<file path="config.mk">
export PLATFORM = sky130hd
export DESIGN_NAME = rv_step_sequencer_flat
export DESIGN_NICKNAME = d
export VERILOG_FILES = /design/src/rtl/rv_step_sequencer_if.sv /design/src/rtl/rv_step_sequencer.sv /design/src/flat_wrapper.sv
export SDC_FILE = /design/constraint.sdc
export NUM_CORES = 1
export LEC_CHECK = 0
export BUFFER_PORTS_ARGS = -buffer_cell sky130_fd_sc_hd__buf_4
export CORE_MARGIN = 2
export CORE_UTILIZATION = 45
export CTS_BUF_LIST = sky130_fd_sc_hd__clkbuf_4 sky130_fd_sc_hd__clkbuf_8
export CTS_CLUSTER_DIAMETER = 100
export CTS_CLUSTER_SIZE = 8
export DETAILED_ROUTE_END_ITERATION = 16
export HOLD_SLACK_MARGIN = 0.08
export PLACE_DENSITY_LB_ADDON = 0.2
export SLEW_MARGIN = 15
export SYNTH_ARGS = -nofsm -noshare
export SYNTH_HDL_FRONTEND = slang
export SYNTH_SLANG_ARGS = --single-unit
</file>
<file path="constraint.sdc">
create_clock -name clk -period 4.79 [get_ports clk]
set_clock_uncertainty 0.15 [all_clocks]
set_input_delay 1.1975 -clock clk [delete_from_list [all_inputs] [get_ports clk]]
set_output_delay 1.1975 -clock clk [all_outputs]
set_load 0.02 [all_outputs]
</file>
<file path="src/rtl/rv_step_sequencer_if.sv">
// Handshake bundle between the control unit, the step sequencer and the
// storage-element enables of the multi-cycle RISC-V datapath.
interface rv_step_sequencer_if #(
  parameter int CNT_W = 32
);
  logic             start;
  logic             step_mode;
  logic [6:0]       opcode;
  logic             mem_read;
  logic             mem_write;
  logic             reg_write;
  logic             take_target;
  logic             mem_ack;

  logic             fetch_en;
  logic             mem_rden;
  logic             mem_wren;
  logic             rf_wren;
  logic             pc_we;
  logic             pc_sel;
  logic             busy;
  logic             halted;
  logic             fault;
  logic [2:0]       state;
  logic [CNT_W-1:0] cycle_cnt;
  logic [CNT_W-1:0] instret;

  modport master (
    output start, step_mode, opcode, mem_read, mem_write, reg_write,
           take_target, mem_ack,
    input  fetch_en, mem_rden, mem_wren, rf_wren, pc_we, pc_sel, busy,
           halted, fault, state, cycle_cnt, instret
  );

  modport slave (
    input  start, step_mode, opcode, mem_read, mem_write, reg_write,
           take_target, mem_ack,
    output fetch_en, mem_rden, mem_wren, rf_wren, pc_we, pc_sel, busy,
           halted, fault, state, cycle_cnt, instret
  );
endinterface

</file>
<file path="src/rtl/rv_step_sequencer.sv">
// Single-clock multi-cycle sequencer: steps each instruction through
// FETCH/DECODE/EXEC/[MEM]/WB and raises the per-stage storage enables.
module rv_step_sequencer #(
  parameter int MEM_TIMEOUT = 15,
  parameter int CNT_W       = 32
) (
  input  logic                clk,
  input  logic                rst_n,
  rv_step_sequencer_if.slave  sif
);

  localparam logic [2:0] S_IDLE   = 3'd0;
  localparam logic [2:0] S_FETCH  = 3'd1;
  localparam logic [2:0] S_DECODE = 3'd2;
  localparam logic [2:0] S_EXEC   = 3'd3;
  localparam logic [2:0] S_MEM    = 3'd4;
  localparam logic [2:0] S_WB     = 3'd5;
  localparam logic [2:0] S_PAUSE  = 3'd6;
  localparam logic [2:0] S_HALT   = 3'd7;

  // Wait counter value seen in the last MEM cycle allowed before timing out.
  localparam logic [7:0] WAIT_LAST = 8'(MEM_TIMEOUT - 1);
  localparam logic [CNT_W-1:0] CNT_ONE = CNT_W'(1);

  logic [2:0]       state_q;
  logic [2:0]       state_d;
  logic [7:0]       wait_cnt_q;
  logic             fault_q;
  logic [CNT_W-1:0] cycle_cnt_q;
  logic [CNT_W-1:0] instret_q;

  logic             busy;
  logic             legal_op;
  logic             mem_timeout;

  always_comb begin
    legal_op = 1'b0;
    case (sif.opcode)
      7'b0110011, 7'b0010011, 7'b0100011, 7'b0000011,
      7'b1100011, 7'b1101111, 7'b1100111: legal_op = 1'b1;
      default:                            legal_op = 1'b0;
    endcase
  end

  assign busy        = (state_q >= S_FETCH) && (state_q <= S_WB);
  // An ack arriving in the last allowed cycle takes priority over the timeout.
  assign mem_timeout = (state_q == S_MEM) && !sif.mem_ack && (wait_cnt_q == WAIT_LAST);

  // NOTE: combinational blocks assign every output a default first so no path
  // leaves a variable unassigned, which would infer a latch.
  always_comb begin
    state_d = state_q;
    case (state_q)
      S_IDLE:   if (sif.start) state_d = S_FETCH;
      S_FETCH:  state_d = S_DECODE;
      S_DECODE: state_d = legal_op ? S_EXEC : S_HALT;
      S_EXEC:   state_d = (sif.mem_read || sif.mem_write) ? S_MEM : S_WB;
      S_MEM: begin
        if (sif.mem_ack)  state_d = S_WB;
        else if (mem_timeout) state_d = S_HALT;
      end
      S_WB:     state_d = sif.step_mode ? S_PAUSE : S_FETCH;
      S_PAUSE:  if (sif.start) state_d = S_FETCH;
      default:  state_d = S_HALT;
    endcase
  end

  // NOTE: all sequential state uses non-blocking assignments so every register
  // samples pre-edge values regardless of statement order.
  always_ff @(posedge clk or negedge rst_n) begin
    if (!rst_n) begin
      state_q     <= S_IDLE;
      wait_cnt_q  <= 8'd0;
      fault_q     <= 1'b0;
      cycle_cnt_q <= '0;
      instret_q   <= '0;
    end else begin
      state_q <= state_d;

      // Clearing on the EXEC cycle means the first MEM cycle sees zero.
      if (state_q == S_EXEC)     wait_cnt_q <= 8'd0;
      else if (state_q == S_MEM) wait_cnt_q <= wait_cnt_q + 8'd1;

      if (mem_timeout) fault_q <= 1'b1;

      if (busy && (cycle_cnt_q != '1))
        cycle_cnt_q <= cycle_cnt_q + CNT_ONE;
      if ((state_q == S_WB) && (instret_q != '1))
        instret_q <= instret_q + CNT_ONE;
    end
  end

  // Enables depend only on the state register and the control inputs.
  assign sif.fetch_en  = (state_q == S_FETCH);
  assign sif.mem_rden  = (state_q == S_MEM) && sif.mem_read;
  assign sif.mem_wren  = (state_q == S_MEM) && sif.mem_write;
  assign sif.rf_wren   = (state_q == S_WB)  && sif.reg_write;
  assign sif.pc_we     = (state_q == S_WB);
  assign sif.pc_sel    = (state_q == S_WB)  && sif.take_target;
  assign sif.busy      = busy;
  assign sif.halted    = (state_q == S_HALT);
  assign sif.fault     = fault_q;
  assign sif.state     = state_q;
  assign sif.cycle_cnt = cycle_cnt_q;
  assign sif.instret   = instret_q;

endmodule

</file>
<file path="src/flat_wrapper.sv">
// flat-port wrapper written by rule: the top's interface ports become plain ports
module rv_step_sequencer_flat 
#(
  parameter int MEM_TIMEOUT = 15,
  parameter int CNT_W       = 32
)
  (clk, rst_n, sif_start, sif_step_mode, sif_opcode, sif_mem_read, sif_mem_write, sif_reg_write, sif_take_target, sif_mem_ack, sif_fetch_en, sif_mem_rden, sif_mem_wren, sif_rf_wren, sif_pc_we, sif_pc_sel, sif_busy, sif_halted, sif_fault, sif_state, sif_cycle_cnt, sif_instret);
  rv_step_sequencer_if #(.CNT_W(CNT_W)) sif_i ();
  input  logic clk;
  input  logic rst_n;
  input wire logic [$bits(sif_i.start)-1:0] sif_start;
  input wire logic [$bits(sif_i.step_mode)-1:0] sif_step_mode;
  input wire logic [$bits(sif_i.opcode)-1:0] sif_opcode;
  input wire logic [$bits(sif_i.mem_read)-1:0] sif_mem_read;
  input wire logic [$bits(sif_i.mem_write)-1:0] sif_mem_write;
  input wire logic [$bits(sif_i.reg_write)-1:0] sif_reg_write;
  input wire logic [$bits(sif_i.take_target)-1:0] sif_take_target;
  input wire logic [$bits(sif_i.mem_ack)-1:0] sif_mem_ack;
  output wire logic [$bits(sif_i.fetch_en)-1:0] sif_fetch_en;
  output wire logic [$bits(sif_i.mem_rden)-1:0] sif_mem_rden;
  output wire logic [$bits(sif_i.mem_wren)-1:0] sif_mem_wren;
  output wire logic [$bits(sif_i.rf_wren)-1:0] sif_rf_wren;
  output wire logic [$bits(sif_i.pc_we)-1:0] sif_pc_we;
  output wire logic [$bits(sif_i.pc_sel)-1:0] sif_pc_sel;
  output wire logic [$bits(sif_i.busy)-1:0] sif_busy;
  output wire logic [$bits(sif_i.halted)-1:0] sif_halted;
  output wire logic [$bits(sif_i.fault)-1:0] sif_fault;
  output wire logic [$bits(sif_i.state)-1:0] sif_state;
  output wire logic [$bits(sif_i.cycle_cnt)-1:0] sif_cycle_cnt;
  output wire logic [$bits(sif_i.instret)-1:0] sif_instret;
  assign sif_i.start = sif_start;
  assign sif_i.step_mode = sif_step_mode;
  assign sif_i.opcode = sif_opcode;
  assign sif_i.mem_read = sif_mem_read;
  assign sif_i.mem_write = sif_mem_write;
  assign sif_i.reg_write = sif_reg_write;
  assign sif_i.take_target = sif_take_target;
  assign sif_i.mem_ack = sif_mem_ack;
  assign sif_fetch_en = sif_i.fetch_en;
  assign sif_mem_rden = sif_i.mem_rden;
  assign sif_mem_wren = sif_i.mem_wren;
  assign sif_rf_wren = sif_i.rf_wren;
  assign sif_pc_we = sif_i.pc_we;
  assign sif_pc_sel = sif_i.pc_sel;
  assign sif_busy = sif_i.busy;
  assign sif_halted = sif_i.halted;
  assign sif_fault = sif_i.fault;
  assign sif_state = sif_i.state;
  assign sif_cycle_cnt = sif_i.cycle_cnt;
  assign sif_instret = sif_i.instret;
  rv_step_sequencer #(.MEM_TIMEOUT(MEM_TIMEOUT), .CNT_W(CNT_W)) u_core (.clk(clk), .rst_n(rst_n), .sif(sif_i));
endmodule
</file>
==> impl_metrics.env, run 1 <==
export IMPL_status="finished, final reports clean"
export IMPL_hp_start="u_core.wait_cnt_q[7]"
export IMPL_worstSetupStartpointType="flip-flop"
export IMPL_finalMaxSlewViolations=0
export IMPL_clk_pin_slew_ns=0.08
export IMPL_crit_fanout=18
export IMPL_final_util_pct=58.89
export IMPL_grt_overflow_total=0
export IMPL_period_share_pct=65.60
export IMPL_post_synth_num_cell_types=47
export IMPL_antenna_found_initial=0
export IMPL_drive_gt1_share_pct=26.71
export IMPL_ys_seq_area_share_pct=49.90
export IMPL_grt_max_degree=77
export IMPL_hold_buffers=0
export IMPL_avgViaCountPerCell=5.305
export IMPL_ys_ff_latch=76
export IMPL_whs_endpoint="u_core.wait_cnt_q[7]"
export IMPL_grt_pass1_wl_mm=13.62
export IMPL_path_class="reg2out"
export IMPL_die_h_um=96.03
export IMPL_num_antenna_cells=0
export IMPL_cts_root_buf="clkbuf_8"
export IMPL_hold_depth=1
export IMPL_io_pin_count=92
export IMPL_worstPathRequired_ns=3.44
export IMPL_leakage_uw=0.002379
export IMPL_p_per_area_nw_per_um2=416.7
export IMPL_via_count=3040
export IMPL_clk_latency_ns=0.34
export IMPL_hold_viol=0
export IMPL_synth_ff_type="dfrtp_1"
export IMPL_end_kind="output pin"
export IMPL_io_buffers=91
export IMPL_syn_instance_count=365
export IMPL_tightest_slew_ns=0.9592
export IMPL_post_cts_setup_buffers=0
export IMPL_r2r_slack_ns=2.36
export IMPL_reg2reg_depth=6
export IMPL_syn_num_nets=385
export IMPL_drtPass1Iterations=4
export IMPL_syn_area_per_cell_um2=10.44
export IMPL_arrival_ns=1.79
export IMPL_drc=0
export IMPL_initial_core_util_pct=46.38
export IMPL_regToRegEndpoint="u_core.sif.cycle_cnt[30]"
export IMPL_cts_tree="yes"
export IMPL_fin_hold_ws_ns=0.3239
export IMPL_cts_resized_gates=0
export IMPL_slew_headroom_pct=36.06
export IMPL_period_needed_ns=3.142
export IMPL_fin_nets=483
export IMPL_rsz0062_at_grt="false"
export IMPL_tns_ns=0
export IMPL_track_usage_pct=18.91
export IMPL_synth_cell_area_um2=3811
export IMPL_ant_nets=0
export IMPL_drtIter0Drc=155
export IMPL_areaGrowthSynthToFinish_pct=26.95
export IMPL_core_um2=8217
export IMPL_rows=33
export IMPL_r2r_start="u_core.sif.cycle_cnt[0]"
export IMPL_post_dp_hpwl_mm=5.912
export IMPL_async_reset_ff_share_pct=100.0
export IMPL_routabilityCongestion=0.8244
export IMPL_peakVddDrop_mv=0.3232
export IMPL_grt_pass1_vias=2775
export IMPL_yosys_warnings=0
export IMPL_wl_mm=8.245
export IMPL_synth_edf_count=0
export IMPL_setup_violations=0
export IMPL_cts_inserted_buffers=9
export IMPL_cts_max_level=3
export IMPL_hp_class="reg2reg"
export IMPL_clockBufferDepth=2
export IMPL_timing_fmax_mhz=318.2
export IMPL_wl_per_cell_um=14.39
export IMPL_maxCapViolCount=0
export IMPL_cts_sinks=76
export IMPL_die_w_um=96.03
export IMPL_dieArea_um2=9222
[placed cells by master, fill, tap and decap left out, drive strengths merged, types with 2 or more instances in the layout]
cell type,synthesis,routed
a21o,3,3
a21oi,10,10
a311oi,2,2
and2,5,5
and3,11,11
and4,5,5
buf,1,91
bufinv,0,2
clkbuf,3,13
dfrtp,76,76
ha,4,4
inv,12,12
mux2,2,2
mux2i,3,3
nand2,32,32
nand2b,2,2
nand3,21,21
nand3b,2,2
nand4,27,27
nand4b,2,2
nor2,25,25
nor2b,2,2
nor3,17,17
nor3b,4,4
nor4,6,6
o211ai,2,2
o21a,2,2
o21ai,6,6
o31ai,2,2
or2,2,2
or4,6,6
xnor2,31,31
xor2,32,32
[logic make-up (layout without fill, tap and decap cells)]
group / Yosys count / count (layout) / share of synthesized area (%)
xor+xnor: 63 / 63 / 14.48
flops: 76 / 76 / 49.90
mux: 5 / 5 / 1.477
fa+ha+maj: 4 / 4 / 1.313
compound gates: 30 / 30 / 5.581
buf+inv: 16 / 119 / 1.773
simple gates: 171 / 171 / 25.48
[area by class of cell]
type                       count  area [um^2]
tap                          105        131.4
sequential                    76         1902
inverter                      12        45.04
timing repair buffer          91        683.2
multi-input combinational    273         1842
clock buffer                  13        166.4
clock inverter                 3        68.82
fill                         722         3378
[registers in the layout, summed over array words and instances (netlist names)]
signal                cells
u_core.sif.cycle_cnt     32
u_core.sif.instret       32
u_core.wait_cnt_q         8
u_core.sif.state          3
u_core.sif.fault          1
[per-layer routing]
metal | track usage [%] | vias to the layer above | share of wire (%)
met5 | 0 | - | 0
met4 | 7.619 | 0 | 1.4
met3 | 4.150 | 10 | 5.6
met2 | 27.66 | 85 | 45
met1 | 27.23 | 1457 | 49
li1 | - | 1488 | -
[cells in the mapped netlist, drive strengths merged (2+ instances only)]
| cell type | instances | area share [%] |
|---|---|---|
| xor2 | 32 | 7.4 |
| a21o | 3 | 0.59 |
| and3 | 11 | 1.8 |
| nor3b | 4 | 0.92 |
| o211ai | 2 | 0.53 |
| mux2i | 3 | 0.79 |
| inv | 12 | 1.2 |
| mux2 | 2 | 0.69 |
| ha | 4 | 1.3 |
| o21ai | 6 | 0.79 |
| and4 | 5 | 1.1 |
| o21a | 2 | 0.59 |
| a311oi | 2 | 0.46 |
| nand3 | 21 | 2.8 |
| nand2b | 2 | 0.33 |
| xnor2 | 31 | 7.1 |
| nor2 | 25 | 2.5 |
| nand4b | 2 | 0.46 |
| nor4 | 6 | 1.5 |
| nand2 | 32 | 3.2 |
| or4 | 6 | 1.5 |
| a21oi | 10 | 1.3 |
| dfrtp | 76 | 50 |
| and2 | 5 | 0.82 |
| clkbuf | 3 | 0.30 |
| nand4 | 27 | 4.8 |
| nor2b | 2 | 0.33 |
| nor3 | 17 | 2.4 |
| o31ai | 2 | 0.53 |
| or2 | 2 | 0.33 |
| nand3b | 2 | 0.39 |
[worst max path at each step]
stage | start | endpoint | depth (start not counted)
global placement | sif_mem_write | sif_mem_wren | 3
floorplan | sif_mem_read | sif_mem_rden | 1
global route | u_core.sif.state[1] | sif_rf_wren | 4
CTS | u_core.sif.state[1] | sif_rf_wren | 4
detailed placement | sif_mem_read | sif_mem_rden | 3
finish | u_core.sif.state[1] | sif_rf_wren | 4
[report_power, final]
group / leakage (uW) / switching (uW) / internal, uW
registers: 0.00103 / 137 / 720
logic: 0.00123 / 331 / 264
clock network: 0.000121 / 228 / 335
[critical path, stage by stage, from the launching register on]
cell and delay, ns:
dfrtp_1 0.65, nand3b_1 0.35, inv_1 0.13, and2_1 0.18, buf_4 0.15
[metrics by stage]
stage	total power (uW)	cell area, um^2	worst slack (ns)	cells
final	2016	4838	1.648	573
after global routing	2137	4838	1.505	573
after CTS	2039	4838	1.619	573
after detailed placement	1466	4603	1.847	557
after global placement	1450	4603	1.864	557
after floorplan	1238	3811	2.035	365
No activity file was read; power rests on OpenSTA's default activity.
==> inputs of run 2 (changes only) <==
ABC_AREA = 1   (was default)
clock period = 2.8 ns   (was 4.79 ns; I/O delays follow)
==> impl_metrics.env, run 2 <==
export IMPL_status="finished, final reports clean"
export IMPL_syn_area_per_cell_um2=6.341
export IMPL_drive_gt1_share_pct=15.54
export IMPL_placed_area_um2=5983
export IMPL_arrival_ns=1.61
export IMPL_num_antenna_cells=0
export IMPL_m1WireLength_mm=6.258
export IMPL_slew_headroom_pct=73.71
export IMPL_worstPathCellList="inv_2, nand2_1, nor2_4, inv_1, nor2_1, buf_4"
export IMPL_hold_depth=1
export IMPL_grt_pass1_wl_mm=22.16
export IMPL_p_per_area_nw_per_um2=598.5
export IMPL_synth_cell_area_um2=5200
export IMPL_clk_latency_ns=0.37
export IMPL_synth_top_cell_by_area="dfrtp_1"
export IMPL_initial_core_util_pct=45.74
export IMPL_io_buffers=91
export IMPL_cts_resized_gates=0
export IMPL_avgViaCountPerCell=4.878
export IMPL_peakVddDrop_mv=0.4886
export IMPL_worstPathRequired_ns=1.95
export IMPL_antenna_found_initial=0
export IMPL_via_count=5185
export IMPL_wl_met3_um=606
export IMPL_leakage_uw=0.003122
export IMPL_cts_max_level=3
export IMPL_clockBufferDepth=2
export IMPL_wl_met2_mm=5.999
export IMPL_grt_overflow_total=0
export IMPL_dieArea_um2=12430
export IMPL_nFillCells=1152
export IMPL_critPathMaxStageDelay_ns=0.42
export IMPL_end_kind="output pin"
export IMPL_cts_sinks=76
export IMPL_cts_inserted_buffers=9
export IMPL_finalMaxSlewViolations=0
export IMPL_ys_ff_latch=76
export IMPL_tns_ns=0
export IMPL_grt_max_degree=59
export IMPL_yosys_warnings=0
export IMPL_areaGrowthSynthToFinish_pct=19.49
export IMPL_dp_cells=1046
export IMPL_total_power_uw=3719
export IMPL_cts_root_buf="clkbuf_8"
export IMPL_synth_most_common_cell="nand2_1"
export IMPL_syn_num_nets=840
export IMPL_final_util_pct=54.65
export IMPL_die_w_um=111.5
export IMPL_r2r_slack_ns=0.64
export IMPL_post_synth_num_cell_types=30
export IMPL_maxCapViolCount=0
export IMPL_drtPass1Iterations=5
export IMPL_top_layer="met4"
export IMPL_yosys_top_cells_area="dfrtp_1 37%, nand2_1 28%, nor2_1 8.4%"
export IMPL_hold_viol=0
export IMPL_core_um2=11370
export IMPL_worstSetupStartpointType="flip-flop"
export IMPL_crit_fanout=9
export IMPL_clk_pin_slew_ns=0.07
export IMPL_setup_violations=0
export IMPL_io_pin_count=92
export IMPL_track_usage_pct=21.79
export IMPL_drtIter0Drc=318
export IMPL_finalNonFillerCells=1063
export IMPL_stdcell_area_um2=6213
export IMPL_rsz0062_at_grt="false"
export IMPL_drc=0
export IMPL_post_dp_hpwl_mm=9.926
export IMPL_slowest_stage="dfrtp_1"
export IMPL_rows=39
export IMPL_reg2reg_depth=10
export IMPL_fin_nets=935
export IMPL_ant_nets=0
export IMPL_async_reset_ff_share_pct=100.0
export IMPL_routabilityCongestion=0.8524
export IMPL_period_needed_ns=2.457
export IMPL_die_h_um=111.5
export IMPL_synth_ff_type="dfrtp_1"
export IMPL_final_cell_mix="392 x nand2_1, 116 x nor2_1, 93 x buf_4, 76 x inv_1, 76 x dfrtp_1"
export IMPL_synth_edf_count=0
export IMPL_period_share_pct=87.77
export IMPL_wl_per_cell_um=12.34
export IMPL_grt_pass1_vias=4677
export IMPL_ys_seq_area_share_pct=36.57
export IMPL_yosys_top_cells_count="392 x nand2_1, 116 x nor2_1, 76 x dfrtp_1, 76 x inv_1, 43 x nand3_1"
export IMPL_timing_fmax_mhz=406.9
export IMPL_multi_input_area_um2=2877
export IMPL_wl_mm=13.12
export IMPL_yosysTopAreaCellShare_pct=36.57
export IMPL_final_common_cell="nand2_1"
export IMPL_tightest_slew_ns=0.3929
export IMPL_hp_class="reg2reg"
export IMPL_seqCellArea_um2=1902
export IMPL_syn_instance_count=820
export IMPL_path_class="reg2out"
export IMPL_cts_tree="yes"
## run 2: cell count changes after synthesis, moves of 11 or more
cell,previous run,this run
nor2_1,25,116
xor2_1,32,11
nor3_1,16,4
o21ai_0,6,17
nand2_2,0,16
nand3_1,21,43
nand2_1,32,392
and3_1,11,0
inv_1,12,76
xnor2_1,31,13
nand4_1,25,12
## run 2: area by class of cell
class | count | area share [%]
multi-input cells | 653 | 46.29
well taps | 143 | 2.880
clock inverters | 5 | 1.208
inverters | 80 | 4.954
flip-flops and latches | 76 | 30.61
repair buffers | 95 | 11.72
clock buffers | 11 | 2.336
## run 2: power breakdown
group	switching, uW	internal (uW)
clock network	432	532
logic	957	434
registers	162	1200
## run 2: kinds of logic after synthesis
logic type	Yosys count	share of synthesized area, %
compound gates	27	2.719
xor+xnor	24	4.042
buf+inv	91	8.109
simple gates	597	47.40
fa+ha+maj	4	0.9625
flops	76	36.57
mux	1	0.1925
## run 2: what timing repair did
item,in CTS,in global routing
endpoints found under the hold margin,18,0
hold buffers,1,0
setup buffers,0,0
## run 2: critical path, delay by kind of cell (launching register included)
family                 cells  cell delay (ns)
flip-flops                 1             0.42
AND/OR/NAND/NOR            3             0.46
buffers and inverters      3             0.36
## run 2: worst paths after layout
kind                                       endpoint                  start
max                                     sif_rf_wren    u_core.sif.state[1]
min                                u_core.sif.fault       u_core.sif.fault
max reg2reg                   u_core.sif.instret[2]  u_core.sif.instret[0]
min reg2reg                        u_core.sif.fault       u_core.sif.fault
max in group asynchronous  u_core.sif.cycle_cnt[16]                  rst_n
min in group asynchronous   u_core.sif.cycle_cnt[5]                  rst_n
## run 2: metal layers
metal / vias to the layer above / global-route usage (%)
met4: 0 / 8.148
li1: 2698 / -
met5: - / 0
met2: 120 / 34.63
met1: 2352 / 30.47
met3: 15 / 2.994
## run 2: per-stage QoR
step | worst slack (ns) | hold WS (ns)
floorplan | 0.5821 | 0.2544
global placement | 0.7181 | 0.3204
detailed placement | 0.6511 | 0.3096
CTS | 0.3236 | 0.3296
global route | 0.1679 | 0.3647
finish | 0.3426 | 0.3312
==> inputs of run 3 (changes only) <==
clock period = 2 ns   (was 2.8 ns; I/O delays follow)
==> impl_metrics.env, run 3 (synthesis gave the netlist of run 2 again) <==
export IMPL_status="finished with violations"
export IMPL_violations="setup timing"
export IMPL_cts_sinks=76
export IMPL_antenna_found_initial=0
export IMPL_cp_num_buf_inv=3
export IMPL_crit_fanout=5
export IMPL_period_needed_ns=2.019
export IMPL_worstSetupStartpointType="flip-flop"
export IMPL_hp_class="in2reg"
export IMPL_ant_nets=0
export IMPL_core_um2=11370
export IMPL_hold_viol=0
export IMPL_die_h_um=111.5
export IMPL_fin_ws_ns=-0.01946
export IMPL_initial_core_util_pct=45.74
export IMPL_routabilityCongestion=0.8893
export IMPL_grt_pass1_vias=5091
export IMPL_rsz0062_at_grt="true"
export IMPL_via_count=5454
export IMPL_path_class="reg2out"
export IMPL_drtPass1Iterations=5
export IMPL_num_antenna_cells=0
export IMPL_io_buffers=91
export IMPL_dieArea_um2=12430
export IMPL_hold_depth=4
export IMPL_cts_root_buf="clkbuf_8"
export IMPL_clk_latency_ns=0.37
export IMPL_grt_overflow_total=0
export IMPL_critPathMaxStageDelay_ns=0.40
export IMPL_finalMaxSlewViolations=0
export IMPL_final_util_pct=58.97
export IMPL_post_dp_hpwl_mm=10.82
export IMPL_crit_cells=6
export IMPL_drc=0
export IMPL_die_w_um=111.5
export IMPL_final_cell_mix="388 x nand2_1, 143 x buf_4, 110 x nor2_1, 74 x inv_1, 73 x dfrtp_1"
export IMPL_reg2reg_depth=10
export IMPL_rows=39
export IMPL_grt_max_degree=32
export IMPL_arrival_ns=1.37
export IMPL_io_pin_count=92
export IMPL_cts_tree="yes"
export IMPL_tns_ns=-0.04560
export IMPL_cp_top_family="flip-flops"
export IMPL_worstPathCellList="inv_2, nand2_4, nor2_4, inv_2, nor2_4, buf_6"
export IMPL_wl_per_cell_um=12.71
export IMPL_tightest_slew_ns=0.4029
export IMPL_leakage_uw=0.003409
export IMPL_r2r_slack_ns=0.12
export IMPL_final_common_cell="nand2_1"
export IMPL_slowest_stage="dfrtp_1"
export IMPL_total_power_uw=5721
export IMPL_maxCapViolCount=0
export IMPL_slew_headroom_pct=73.04
export IMPL_grt_pass1_wl_mm=23.71
export IMPL_end_kind="output pin"
export IMPL_wl_mm=14.21
export IMPL_timing_fmax_mhz=495.2
export IMPL_track_usage_pct=23.47
export IMPL_setup_violations=3
export IMPL_fin_nets=990
export IMPL_avgViaCountPerCell=4.878
export IMPL_drtIter0Drc=314
export IMPL_period_share_pct=101.0
export IMPL_peakVddDrop_mv=0.9614
export IMPL_worstPathRequired_ns=1.35
export IMPL_areaGrowthSynthToFinish_pct=28.95
export IMPL_cts_inserted_buffers=9
export IMPL_clockBufferDepth=2
export IMPL_p_per_area_nw_per_um2=853.3
export IMPL_clk_pin_slew_ns=0.08
export IMPL_drive_gt1_share_pct=22.05
export IMPL_cts_max_level=3
## run 3: cell types whose count changed in the layout (fill, tap and decap cells not counted), moves of 2 or more
cell	delta
nor2_4	+2
dfrtp_2	+3
buf_4	+50
nor2_1	-6
nand2_4	+2
nand2_1	-4
buf_6	+4
dfrtp_1	-3
inv_2	+2
nor2_2	+4
nand2_2	+2
inv_1	-2
## run 3: where the power goes
group / total, uW / switching, uW / internal [uW]
Combinational: 2540 / 1560 / 981
Sequential: 1880 / 193 / 1690
Clock: 1300 / 606 / 697
Total: 5720 / 2360 / 3370
## run 3: through the flow
stage                     hold WS, ns  area (um^2)  std cells  worst slack (ns)
after detailed placement       0.2769         6311       1088            0.1033
after CTS                      0.2564         6609       1113          -0.01415
final                          0.2819         6705       1118          -0.01946
after global placement         0.2791         6311       1088            0.1408
after global routing           0.2986         6705       1118          -0.08737
after floorplan               0.05441         5200        820          -0.01791
## run 3: area by class of cell
class / count / area (um^2)
inverters: 80 / 307.8
repair buffers: 150 / 1169
flip-flops and latches: 76 / 1906
fillers: 1115 / 4664
clock buffers: 9 / 123.9
well taps: 143 / 178.9
multi-input cells: 653 / 2929
clock inverters: 7 / 91.34
## run 3: final timing paths
path / start / to
hold / removal: sif_mem_write / u_core.sif.state[0]
max in group asynchronous: rst_n / u_core.sif.cycle_cnt[9]
setup / recovery: u_core.sif.state[1] / sif_pc_sel
min in group asynchronous: rst_n / u_core.sif.cycle_cnt[1]
setup reg to reg: u_core.sif.cycle_cnt[0] / u_core.sif.cycle_cnt[5]
hold reg to reg: u_core.sif.fault / u_core.sif.fault
## run 3: repair_timing
item | CTS | global route
setup endpoints to repair | 6 | 29
endpoints found under the hold margin | 20 | 0
pin swaps | 1 | 3
hold buffers | 1 | 0
setup buffers | 8 | 5
resized for setup | 6 | 19
## run 3: tightest hold or removal path, delay by kind of cell
kind / cells / cell delay [ns]
buffers and inverters: 2 / 0.12
AOI/OAI and AO/OA: 1 / 0.06
and+or+nand+nor: 1 / 0.09
## run 3: per-layer routing
metal | vias up | global-route usage (%) | wire, um
met3 | 27 | 5.607 | 737
met5 | - | 0 | 0
met2 | 145 | 38.98 | 6597
met1 | 2474 | 30.18 | 6505
li1 | 2808 | - | -
met4 | 0 | 8.066 | 369
